## src/rtl/uxn_mem_pkg.sv

```systemverilog
// Shared types and default widths for the uxn main-memory arbiter.
package uxn_mem_pkg;

  localparam int ADDR_W_DEF = 16;
  localparam int DATA_W_DEF = 8;

  // Arbiter sequencing states.
  typedef enum logic [2:0] {
    IDLE,
    F_ISSUE,
    F_CAPT,
    D_HI,
    D_LO,
    D_CAPT_HI,
    D_CAPT_LO
  } arb_state_t;

  // Requester identity, used for round-robin bookkeeping.
  typedef enum logic {
    FETCH,
    DATA
  } port_id_t;

endpackage

```

## src/rtl/uxn_mem_arbiter.sv

```systemverilog
// Shares the byte-wide main memory between the instruction-fetch port and the
// data port. Short accesses are split into two big-endian byte cycles, and
// contended requests are granted round-robin. Every output is registered.
module uxn_mem_arbiter
  import uxn_mem_pkg::*;
#(
  parameter int ADDR_W = ADDR_W_DEF,
  parameter int DATA_W = DATA_W_DEF
) (
  input  logic                clk,
  input  logic                rst,
  input  logic                f_req,
  input  logic [ADDR_W-1:0]   f_addr,
  output logic                f_ack,
  output logic [DATA_W-1:0]   f_rdata,
  input  logic                d_req,
  input  logic                d_we,
  input  logic                d_short,
  input  logic [ADDR_W-1:0]   d_addr,
  input  logic [2*DATA_W-1:0] d_wdata,
  output logic                d_ack,
  output logic [2*DATA_W-1:0] d_rdata,
  output logic                mem_en,
  output logic                mem_we,
  output logic [ADDR_W-1:0]   mem_addr,
  output logic [DATA_W-1:0]   mem_wdata,
  input  logic [DATA_W-1:0]   mem_rdata,
  output logic                busy
);

  arb_state_t          state;
  port_id_t            last_grant;
  logic                op_we;
  logic                op_short;
  logic [ADDR_W-1:0]   op_lo_addr;
  logic [DATA_W-1:0]   op_lo_data;
  logic [DATA_W-1:0]   hi_byte;

  // Single sequencing FSM: arbitrate in IDLE, then walk the byte cycles of the
  // granted access. The data request is captured at grant so the second byte
  // cycle does not depend on the requester keeping its inputs up.
  always_ff @(posedge clk or posedge rst) begin
    if (rst) begin
      state      <= IDLE;
      last_grant <= DATA;
      op_we      <= 1'b0;
      op_short   <= 1'b0;
      op_lo_addr <= '0;
      op_lo_data <= '0;
      hi_byte    <= '0;
      f_ack      <= 1'b0;
      f_rdata    <= '0;
      d_ack      <= 1'b0;
      d_rdata    <= '0;
      mem_en     <= 1'b0;
      mem_we     <= 1'b0;
      mem_addr   <= '0;
      mem_wdata  <= '0;
      busy       <= 1'b0;
    end else begin
      f_ack <= 1'b0;
      d_ack <= 1'b0;
      case (state)
        IDLE: begin
          mem_en <= 1'b0;
          mem_we <= 1'b0;
          // An ack still high means its requester may not have dropped req
          // yet, so this cycle is left without a grant.
          if (!f_ack && !d_ack) begin
            if (f_req && (!d_req || last_grant == DATA)) begin
              state      <= F_ISSUE;
              busy       <= 1'b1;
              last_grant <= FETCH;
              mem_en     <= 1'b1;
              mem_we     <= 1'b0;
              mem_addr   <= f_addr;
            end else if (d_req) begin
              state      <= D_HI;
              busy       <= 1'b1;
              last_grant <= DATA;
              op_we      <= d_we;
              op_short   <= d_short;
              op_lo_addr <= d_addr + 1'b1;
              op_lo_data <= d_wdata[DATA_W-1:0];
              mem_en     <= 1'b1;
              mem_we     <= d_we;
              mem_addr   <= d_addr;
              mem_wdata  <= d_short ? d_wdata[2*DATA_W-1:DATA_W]
                                    : d_wdata[DATA_W-1:0];
            end
          end
        end

        F_ISSUE: begin
          mem_en <= 1'b0;
          state  <= F_CAPT;
        end

        F_CAPT: begin
          f_rdata <= mem_rdata;
          f_ack   <= 1'b1;
          state   <= IDLE;
          busy    <= 1'b0;
        end

        D_HI: begin
          if (op_short) begin
            state     <= D_LO;
            mem_addr  <= op_lo_addr;
            mem_wdata <= op_lo_data;
          end else if (op_we) begin
            mem_en <= 1'b0;
            mem_we <= 1'b0;
            d_ack  <= 1'b1;
            state  <= IDLE;
            busy   <= 1'b0;
          end else begin
            mem_en <= 1'b0;
            state  <= D_CAPT_LO;
          end
        end

        D_LO: begin
          mem_en <= 1'b0;
          mem_we <= 1'b0;
          if (op_we) begin
            d_ack <= 1'b1;
            state <= IDLE;
            busy  <= 1'b0;
          end else begin
            hi_byte <= mem_rdata;
            state   <= D_CAPT_HI;
          end
        end

        // The high byte was latched on entry; the low byte is on mem_rdata now.
        D_CAPT_HI: begin
          d_rdata <= {hi_byte, mem_rdata};
          d_ack   <= 1'b1;
          state   <= IDLE;
          busy    <= 1'b0;
        end

        D_CAPT_LO: begin
          d_rdata <= {{DATA_W{1'b0}}, mem_rdata};
          d_ack   <= 1'b1;
          state   <= IDLE;
          busy    <= 1'b0;
        end

        default: begin
          mem_en <= 1'b0;
          mem_we <= 1'b0;
          state  <= IDLE;
          busy   <= 1'b0;
        end
      endcase
    end
  end

endmodule

```

## config.mk

```make
export PLATFORM = sky130hd
export DESIGN_NAME = uxn_mem_arbiter
export DESIGN_NICKNAME = d
export VERILOG_FILES = /design/src/rtl/uxn_mem_pkg.sv /design/src/rtl/uxn_mem_arbiter.sv
export SDC_FILE = /design/constraint.sdc
export NUM_CORES = 1
export LEC_CHECK = 0
export ABC_AREA = 1
export CORE_MARGIN = 4
export CORE_UTILIZATION = 45
export CTS_BUF_LIST = sky130_fd_sc_hd__clkbuf_16
export DETAILED_ROUTE_END_ITERATION = 12
export PLACE_DENSITY = 0.87
export SYNTH_ARGS = -nofsm -noshare
export SYNTH_HDL_FRONTEND = slang
export SYNTH_SLANG_ARGS = --single-unit
```

## constraint.sdc

```tcl
create_clock -name clk -period 2.9 [get_ports clk]
set_clock_uncertainty 0.15 [all_clocks]
set_input_delay 0.58 -clock clk [delete_from_list [all_inputs] [get_ports clk]]
set_output_delay 0.58 -clock clk [all_outputs]
set_load 0.02 [all_outputs]
```

* Yosys cells after proc, flatten, opt, wreduce, memory -nomap -nowiden
Index checks and enable logic that the tools add are counted.
** Word-level totals
- Bits of input ports :: 62
- Word-level logic and storage cells :: 98
- Register bits after elaboration :: 91
** Operators by class
- Eq/ne operators :: 13
- Muxes and demuxes :: 41
- Reduce and logical (&&, ||, !) cells :: 22
- Bitwise operators :: 5
- Add/sub/neg operators :: 1
** Operators with widths (number)
- $mux W16 :: 4
- $pmux W16 S2 :: 2
- $mux W8 :: 5
- $mux W1 :: 18
- $mux W3 :: 6
- $add A16 B1 Y16 const B :: 1
- $pmux W8 S2 :: 1
- $ne A2 B2 Y1 const B :: 6
- $pmux W3 S4 :: 1
- $reduce_and A4 Y1 :: 3
- $eq A3 B3 Y1 const B :: 3
- $pmux W1 S3 :: 3
- $eq A3 B2 Y1 const B :: 2
- $reduce_and A2 Y1 :: 3
- $reduce_and A3 Y1 :: 2
- $reduce_bool A2 Y1 :: 3
- $not A1 Y1 :: 5
- $reduce_and A5 Y1 :: 1
- $pmux W1 S4 :: 1
- $reduce_or A4 Y1 :: 1
- $eq A3 B1 Y1 const B :: 1
- $logic_not A1 Y1 :: 3
- $logic_not A3 Y1 :: 1
- $ne A3 B3 Y1 const B :: 1
- other kinds (4) :: 5

* Logic depth before layout (Yosys ltp)
Gate-level depths: netlist (run 1).
- Depth in word-level cells :: 6
- Gate-level depth with buffers :: 10
- Depth with buffers taken out :: 8

* Worst setup path before layout (run 1)
No wires, ideal clock.
- Path type :: input-to-reg
- From :: input port d_req
- To :: register op_lo_addr[10]
- Required time :: 2.634 ns
- Setup slack :: 1.147 ns
- Cell stages on the path :: 9
- Setup time :: 0.116 ns
- Data arrival time :: 1.486 ns
- Cell sequence :: inv_1 nor2_1 nor2_2 nor2_1 nand2_2 inv_2 buf_4 nand2_1 nand2_1
** On the way
- Word-level cells in the longest chain between the ends :: 5
** Ends and longest elaborated chain
- from (decl) :: line uxn_mem_arbiter.sv:16 : input logic d_req,
- $logic_not A1 Y1 :: line uxn_mem_arbiter.sv:70 : if (f_req && (!d_req || last_grant == DATA)) begin
- $logic_or A1 B1 Y1 :: line uxn_mem_arbiter.sv:70
- $logic_and A1 B1 Y1 :: line uxn_mem_arbiter.sv:70
- $not A1 Y1 (no source line)
- $reduce_and A4 Y1 (no source line) *
- to (signal assigned) :: line uxn_mem_arbiter.sv:83 : op_lo_addr <= d_addr + 1'b1;
- to (decl) :: line uxn_mem_arbiter.sv:35 : logic [ADDR_W-1:0] op_lo_addr;
Every way passes the cells marked *; elsewhere a longest branch is shown, timed or not.
A chain may end at the register's enable or synchronous reset.

* Worst setup path after layout (run 1)
- From :: input port d_addr[1]
- To :: register op_lo_addr[10]
** On the way
- Word-level cells in the longest chain between the ends :: 1
** Ends and longest elaborated chain
- from (decl) :: line uxn_mem_arbiter.sv:19 : input logic [ADDR_W-1:0] d_addr,
- $add A16 B1 Y16 :: line uxn_mem_arbiter.sv:83
Every way passes these cells.

==> results of run 1 <==
-- critical path, cell delays in order --
cell             delay (ns)
clkdlybuf4s50_1        0.56
ha_1                   0.26
nand3_1                0.09
nor2_1                 0.41
nand2_1                0.13
xor2_1                 0.16
nand2_1                0.06
nand2_1                0.05
-- path summary, 6_finish.rpt --
path | start | to | slack, ns
hold reg to reg | mem_en | mem_en | 0.33
min in group asynchronous | rst | d_ack | 0.58
setup / recovery | d_addr[1] | op_lo_addr[10] | 0.67
setup reg to reg | state[1] | mem_wdata[5] | 0.94
hold / removal | mem_en | mem_en | 0.33
max in group asynchronous | rst | last_grant | 1.70
-- registers in the layout, summed over array words and instances (netlist names), 3 cells and up --
register / flops
state: 3
f_rdata: 8
mem_wdata: 8
hi_byte: 8
op_lo_addr: 16
op_lo_data: 8
mem_addr: 16
d_rdata: 16
-- layer usage --
metal | part of all wire, % | routed length (µm)
met5 | 0 | 0
met4 | 1.2 | 138
met2 | 48 | 5790
met1 | 44 | 5240
met3 | 7.0 | 835
-- report_power, final --
part           leakage (nW)  switching, mW  internal (mW)
clock                 0.137          0.488          0.665
combinational          1.85           1.91           1.24
sequential             1.13          0.367           1.89
total                  3.12           2.76           3.80
-- final cells by class --
type | instances | area, µm²
flip-flops and latches | 91 | 2280
clock inverters | 7 | 68.8
fillers | 851 | 3710
clock buffers | 9 | 225
well taps | 133 | 166
repair buffers | 124 | 1220
inverters | 57 | 218
multi-input cells | 440 | 1940
-- logic make-up (layout without fill, tap and decap cells) --
family / after synthesis / in the layout / share of synthesized area [%]
flip-flops: 91 / 91 / 50.0
adder cells (fa/ha/maj): 1 / 1 / 0.275
AO/OA/AOI/OAI: 52 / 52 / 6.18
AND/OR/NAND/NOR: 380 / 380 / 34.8
XOR/XNOR: 7 / 7 / 1.35
buffers and inverters: 77 / 197 / 7.34
-- Yosys cell counts, drive strengths merged (2+ instances only) --
cell	number	area, µm²
buf	15	101
o21ai	39	199
nand3	43	233
clkbuf	5	18.8
dfrtp	90	2250
a31oi	8	50.1
nor2	37	190
inv	56	210
nand4	5	31.3
a21oi	2	10.0
xor2	6	52.6
nand2	294	1130
-- stage by stage --
stage | hold WS (ns) | util, % | power, mW | area, µm² | std cells
floorplan | 0.299 | - | 4.23 | 4560 | 608
global placement | 0.304 | 59.3 | 5.31 | 5820 | 845
detailed placement | 0.311 | 59.3 | 5.43 | 5820 | 845
CTS | 0.329 | 62.3 | 6.61 | 6110 | 861
global route | 0.352 | 62.3 | 7.07 | 6110 | 861
finish | 0.329 | 62.3 | 6.56 | 6110 | 861
==> metrics.txt, run 1 <==
status=completed; H-tree depth=3; CTS buffer count=9; drt pass-1 iters=5; die area=11,800 µm²; final hold vios=0; met1 usage in global routing=28.5%; Seq cells post-synth=91; number of I/O port buffers=114; ys flop type=dfrtp_1; commonest non-fill, non-tap cells in the layout=nand2_1, clkdlybuf4s50_1, dfrtp_1; fmax=449 MHz; total of max-cap violations=0; R2R depth=8; commonest non-fill, non-tap cell in the layout=nand2_1; maximum root-to-sink buffer count=2; CTS root buffer=clkbuf_16; Setup crit start kind=input port; Mapped Cells=608; worst endpoint data arrival time=2.31 ns; hold path depth=2; GRT overflow=0; Peak VDD IR=0.660 mV; pre-CTS setup slack=0.366 ns; max-slew violations=0; Req. time, crit path=2.98 ns; CTS resizes=0; CP Class=input port to flop; Rel. slew slack=58.6%; vias=4,279; final WL=12,000 µm; starting DRC count in detailed routing=339; Nets=786; Core Box Area=9820 µm²; clock slew at reported path FFs=0.07 ns; Clk Latency, worst-skew pair=0.33 ns; Initial Util=46.4%; M2 GR Usage=35.2%; Clock Sinks=91; post-route ant nets=0; ys async rst share=100%; DR vias/cell=4.97; CTS hold repair buffers=0; yosys warns=0; endpoints failing setup=0; number of global-route vias before repair=4,333; share of layout cells above drive strength 1=6.73%; Die X=109 µm; Final GP Congestion=0.854; I/O pin cnt=115; HP Class=flop to flop; crit path max fanout=8; CTS tree=yes; sequential element share of the synthesized area=50.0%; post-CTS setup buffer count=0; met3 Use GR=4.54%; largest net degree at the start of global routing=35; Wirelength per Cell=13.9 µm; Final period util=76.9%; pwr/cell area=1070 nW/µm²; first-pass GRT wire length=20,200 µm; crit end category=flop; drt drc=0; dpl hpwl=8730 µm; Worst-Margin Slew=0.619 ns; Total GRT Usage=21.4%; Yosys cell types=32; GRT Max-Usage Layer=met2; unrepaired setup endpoints after global routing=false; Cell Area, Synth=4550 µm²; Syn Area/Cell=7.49 µm²; Die Ht=109 µm; Setup WS post-layout=0.671 ns; minimum clock period after layout=2.23 ns; Net Count, Synth=671; number of synthesized flops with an enable pin=0; Ant. Diodes=0; leakage=3.12 nW; P&R area growth vs syn=34.3%; setup TNS=0 ns; # rows=36; initial antenna violation count=0
Note: power is estimated with default switching activity, not from simulation.
==> inputs of run 2 (changes only) <==
Settings changed: CORE_UTILIZATION 45 to 49, PLACE_DENSITY 0.87 to 0.9.
Clock period 2.9 ns to 2.35 ns, I/O delays scaled along.
==> metrics.txt, run 2 (same netlist as run 1, synthesis figures left out) <==
Clk Latency, worst-skew pair=0.35 ns; commonest non-fill, non-tap cell in the layout=nand2_1; endpoints failing setup=0; most frequent CP cell=nand2_1; Initial Util=51.2%; post-route ant nets=0; CTS tree=yes; die area=10,900 µm²; R2R depth=7; Internal Power=4.73 mW; minimum clock period after layout=1.99 ns; Req. time, crit path=2.43 ns; first-pass GRT wire length=19,800 µm; reg2reg end=mem_wdata[3]; Setup crit start=state[1]; HP Class=flop to flop; Ant. Diodes=0; Die X=104 µm; CTS hold repair buffers=0; Worst-Margin Slew=0.587 ns; post-CTS setup buffer count=0; hold path depth=2; largest net degree at the start of global routing=60; setup TNS=0 ns; H-tree depth=3; starting DRC count in detailed routing=288; number of global-route vias before repair=4,194; clock slew at reported path FFs=0.07 ns; crit path to=mem_wdata[3]; drt drc=0; Total GRT Usage=22.0%; number of I/O port buffers=114; I/O pin cnt=115; Flop pwr share=34.2%; sw frac=42.5%; max-slew violations=0; CTS root buffer=clkbuf_16; Peak VDD IR=0.729 mV; Nets=786; drt pass-1 iters=4; FF-to-FF Start=state[1]; GRT Max-Usage Layer=met2; status=completed; Wirelength per Cell=14.4 µm; share of layout cells above drive strength 1=7.01%; met3 Use GR=4.28%; fmax=503 MHz; Setup crit start kind=flop; unrepaired setup endpoints after global routing=false; dpl hpwl=8650 µm; crit path max fanout=20; final hold vios=0; # rows=34; pwr/cell area=1340 nW/µm²; initial antenna violation count=0; Final GP Congestion=0.873; Cell Chain, Critical Path=nand3_4 > nand2_1 > nand2_1 > nor2_2 > nand2_1 > nand2_1 > nand2_1; leakage=3.14 nW; worst endpoint data arrival time=2.07 ns; Die Ht=104 µm; Core Box Area=8890 µm²; Largest regs=d_rdata (16), mem_addr (16), op_lo_addr (16); Power, Total=8.22 mW; Final period util=84.6%; crit end category=flop; # fillers=684; CP Class=flop to flop; Psw=3.49 mW; vias=4,352; P&R area growth vs syn=34.7%; Slowest-stage cell, CP=dfrtp_1; Worst path max stage delay=0.58 ns; maximum root-to-sink buffer count=2; total of max-cap violations=0; met1 usage in global routing=28.4%; DR vias/cell=5.21; GRT overflow=0; clock network power share=18.5%; CTS buffer count=9; M2 GR Usage=37.3%; combinational share of power=47.3%; CTS resizes=0; Clock Sinks=91; commonest non-fill, non-tap cells in the layout=nand2_1, clkdlybuf4s50_1, dfrtp_1; Worst R2R Setup Slack=0.36 ns; Rel. slew slack=60.7%; final WL=12,100 µm
run 2: power groups by stage:
stage	Clock (mW)	Combinational, mW	Sequential [mW]
final	1.52	3.89	2.81
after CTS	1.54	3.93	2.80
after global routing	1.61	4.28	2.89
after global placement	0	3.74	2.78
after floorplan	0	1.99	3.22
after detailed placement	0	3.89	2.82
run 2: area by class of cell:
cell class | instances | area, µm² | share of cell area, %
Timing Repair Buffer | 124 | 1240 | 20.2
Clock buffer | 9 | 225 | 3.67
Tap cell | 108 | 135 | 2.20
Multi-Input combinational cell | 440 | 1940 | 31.6
Clock inverter | 7 | 95.1 | 1.55
Inverter | 57 | 218 | 3.55
Sequential cell | 91 | 2280 | 37.1
run 2: through the flow:
| stage | utilization [%] | cell area [µm²] | hold WS, ns | std cells | worst slack, ns |
|---|---|---|---|---|---|
| 4_1_cts | 69.0 | 6130 | 0.333 | 836 | 0.365 |
| 6_report | 69.0 | 6130 | 0.330 | 836 | 0.362 |
| 3_3_place_gp | 65.4 | 5810 | 0.309 | 820 | 0.227 |
| 2_1_floorplan | - | 4560 | 0.299 | 608 | 0.667 |
| 3_5_place_dp | 65.4 | 5810 | 0.315 | 820 | 0.131 |
| 5_1_grt | 69.0 | 6130 | 0.347 | 836 | 0.214 |
run 2: worst max-delay path: cells and delay by family, from the launching register on:
| family | cells | cell delay [ns] |
|---|---|---|
| AND/OR/NAND/NOR | 7 | 1.14 |
| flip-flops | 1 | 0.58 |
run 2: worst min-delay path by stage:
stage                  start            end  slack (ns)
3_5_place_dp     mem_addr[7]    mem_addr[7]        0.31
6_report         mem_addr[7]    mem_addr[7]        0.33
3_3_place_gp      d_rdata[8]     d_rdata[8]        0.31
2_1_floorplan  op_lo_addr[1]  op_lo_addr[1]        0.30
5_1_grt        op_lo_data[7]  op_lo_data[7]        0.35
4_1_cts          mem_addr[7]    mem_addr[7]        0.33
run 2: per-layer routing:
metal | wire length (µm) | vias to the layer above
met5 | 0 | -
met4 | 193 | 0
met3 | 782 | 18
met2 | 6080 | 185
met1 | 5010 | 2026
li1 | - | 2123
==> inputs of run 3 (changes only) <==
Settings changed: CORE_UTILIZATION 49 to 45, PLACE_DENSITY 0.9 to 0.87.
Clock period 2.35 ns to 1.8 ns, I/O delays scaled along.
==> metrics.txt, run 3 (same netlist as run 1, synthesis figures left out) <==
status=completed; Worst path max stage delay=0.56 ns; die area=11,800 µm²; reg2reg end=mem_addr[1]; Die X=109 µm; final WL=13,000 µm; Placed Area=6110 µm²; worst path bufs/invs=2; Ant. Diodes=0; drt pass-1 iters=4; R2R depth=8; GRT overflow=0; maximum root-to-sink buffer count=2; Rel. slew slack=71.3%; FF-to-FF Start=state[1]; Nets=815; Wirelength per Cell=14.6 µm; share of layout cells above drive strength 1=11.0%; Clock Sinks=91; Die Ht=109 µm; crit path max fanout=8; pwr/cell area=1670 nW/µm²; number of global-route vias before repair=4,655; first-pass GRT wire length=21,700 µm; number of I/O port buffers=114; leakage=3.43 nW; Setup crit start kind=input port; largest net degree at the start of global routing=56; Clk Latency, worst-skew pair=0.34 ns; CTS hold repair buffers=0; Final GP Congestion=0.900; Worst R2R Setup Slack=0.13 ns; HP Class=input port to async pin; Cell Chain, Critical Path=clkdlybuf4s50_1 > ha_1 > nand3_1 > nor2_1 > buf_4 > nand2_1 > xor2_1 > nand2_1 > nand2_1; CP Class=input port to flop; Final period util=95.0%; Slowest-stage cell, CP=clkdlybuf4s50_1; Initial Util=46.4%; worst endpoint data arrival time=1.80 ns; Core Box Area=9820 µm²; H-tree depth=3; most frequent CP cell=nand2_1; P&R area growth vs syn=39.9%; starting DRC count in detailed routing=217; fmax=585 MHz; Worst-Margin Slew=0.431 ns; endpoints failing setup=0; initial antenna violation count=0; # fillers=830; Fin Hold WS=0.314 ns; max-slew violations=0; Peak VDD IR=1.04 mV; post-route ant nets=0; I/O pin cnt=115; commonest non-fill, non-tap cell in the layout=nand2_1; dpl hpwl=9110 µm; minimum clock period after layout=1.71 ns; crit end category=flop; CTS tree=yes; DR vias/cell=5.05; Largest regs=d_rdata (16), mem_addr (16), op_lo_addr (16); final hold vios=0; Total GRT Usage=23.3%; Req. time, crit path=1.89 ns; drt drc=0; # rows=36; CTS buffer count=9; clock slew at reported path FFs=0.07 ns; commonest non-fill, non-tap cells in the layout=nand2_1, dfrtp_1, clkdlybuf4s50_1; vias=4,497; crit-path leading delay family=buffers and inverters; final instance area=6370 µm²; total of max-cap violations=0; CTS root buffer=clkbuf_16
==> run 3: cell count changes in the layout (fill, tap and decap cells not counted), moves of 2 or more <==
| cell | before | now |
|---|---|---|
| buf_12 | 2 | 8 |
| buf_4 | 8 | 31 |
| clkdlybuf4s50_1 | 114 | 61 |
| dfrtp_1 | 90 | 88 |
| dfrtp_2 | 0 | 2 |
| dlygate4sd2_1 | 0 | 53 |
| inv_6 | 0 | 3 |
==> run 3: how the worst max path moves through the flow <==
stage,from,endpoint,slack [ns],cells after the start
2_1_floorplan,last_grant,op_lo_addr[10],0.21,8
6_report,d_addr[1],op_lo_addr[10],0.09,9
4_1_cts,state[1],mem_wdata[3],0.003,8
3_5_place_dp,d_addr[1],op_lo_addr[10],-0.23,9
5_1_grt,state[1],mem_addr[0],-0.01,8
3_3_place_gp,d_req,mem_wdata[7],-0.21,9
==> run 3: repair_timing <==
action                                  in CTS  in global routing
pin swaps                                    0                  2
setup buffers                                0                  2
gates resized for setup                     53                  4
endpoints found under the setup margin      53                 24
==> run 3: worst reg2reg max path, delay by kind of cell, from the launching register on <==
family / cells / cell delay, ns
DFF: 1 / 0.46
and+or+nand+nor: 8 / 0.95
==> run 3: area by class of cell <==
| cell class | instances | area (µm²) | area share [%] |
|---|---|---|---|
| well taps | 133 | 166 | 2.61 |
| repair buffers | 153 | 1470 | 23.0 |
| multi-input cells | 440 | 1950 | 30.6 |
| inverters | 57 | 218 | 3.42 |
| flip-flops and latches | 91 | 2280 | 35.8 |
| clock inverters | 7 | 65.1 | 1.02 |
| clock buffers | 9 | 225 | 3.53 |
==> run 3: layer usage <==
| layer | part of all wire, % | wire length, µm | track usage (%) |
|---|---|---|---|
| met1 | 41 | 5290 | 27.7 |
| met4 | 2.1 | 277 | 11.7 |
| met2 | 50 | 6510 | 39.4 |
| met3 | 7.2 | 940 | 5.31 |
| met5 | 0 | 0 | 0 |
==> run 3: stage by stage <==
step | TNS (ns) | setup WS, ns | power (mW) | util [%] | cells
2_1_floorplan | 0 | 0.211 | 6.81 | - | 608
4_1_cts | 0 | 0.00317 | 10.5 | 64.5 | 888
6_report | 0 | 0.0906 | 10.6 | 64.9 | 890
3_5_place_dp | -7.25 | -0.228 | 9.02 | 62.2 | 872
5_1_grt | -0.0206 | -0.0139 | 11.5 | 64.9 | 890
3_3_place_gp | -6.38 | -0.214 | 8.79 | 62.2 | 872
==> run 3: power breakdown <==
group | leakage, nW | switching [mW] | total (mW) | internal, mW
sequential | 1.13 | 0.555 | 3.61 | 3.05
combinational | 2.16 | 3.25 | 5.19 | 1.94
clock | 0.141 | 0.875 | 1.85 | 0.973
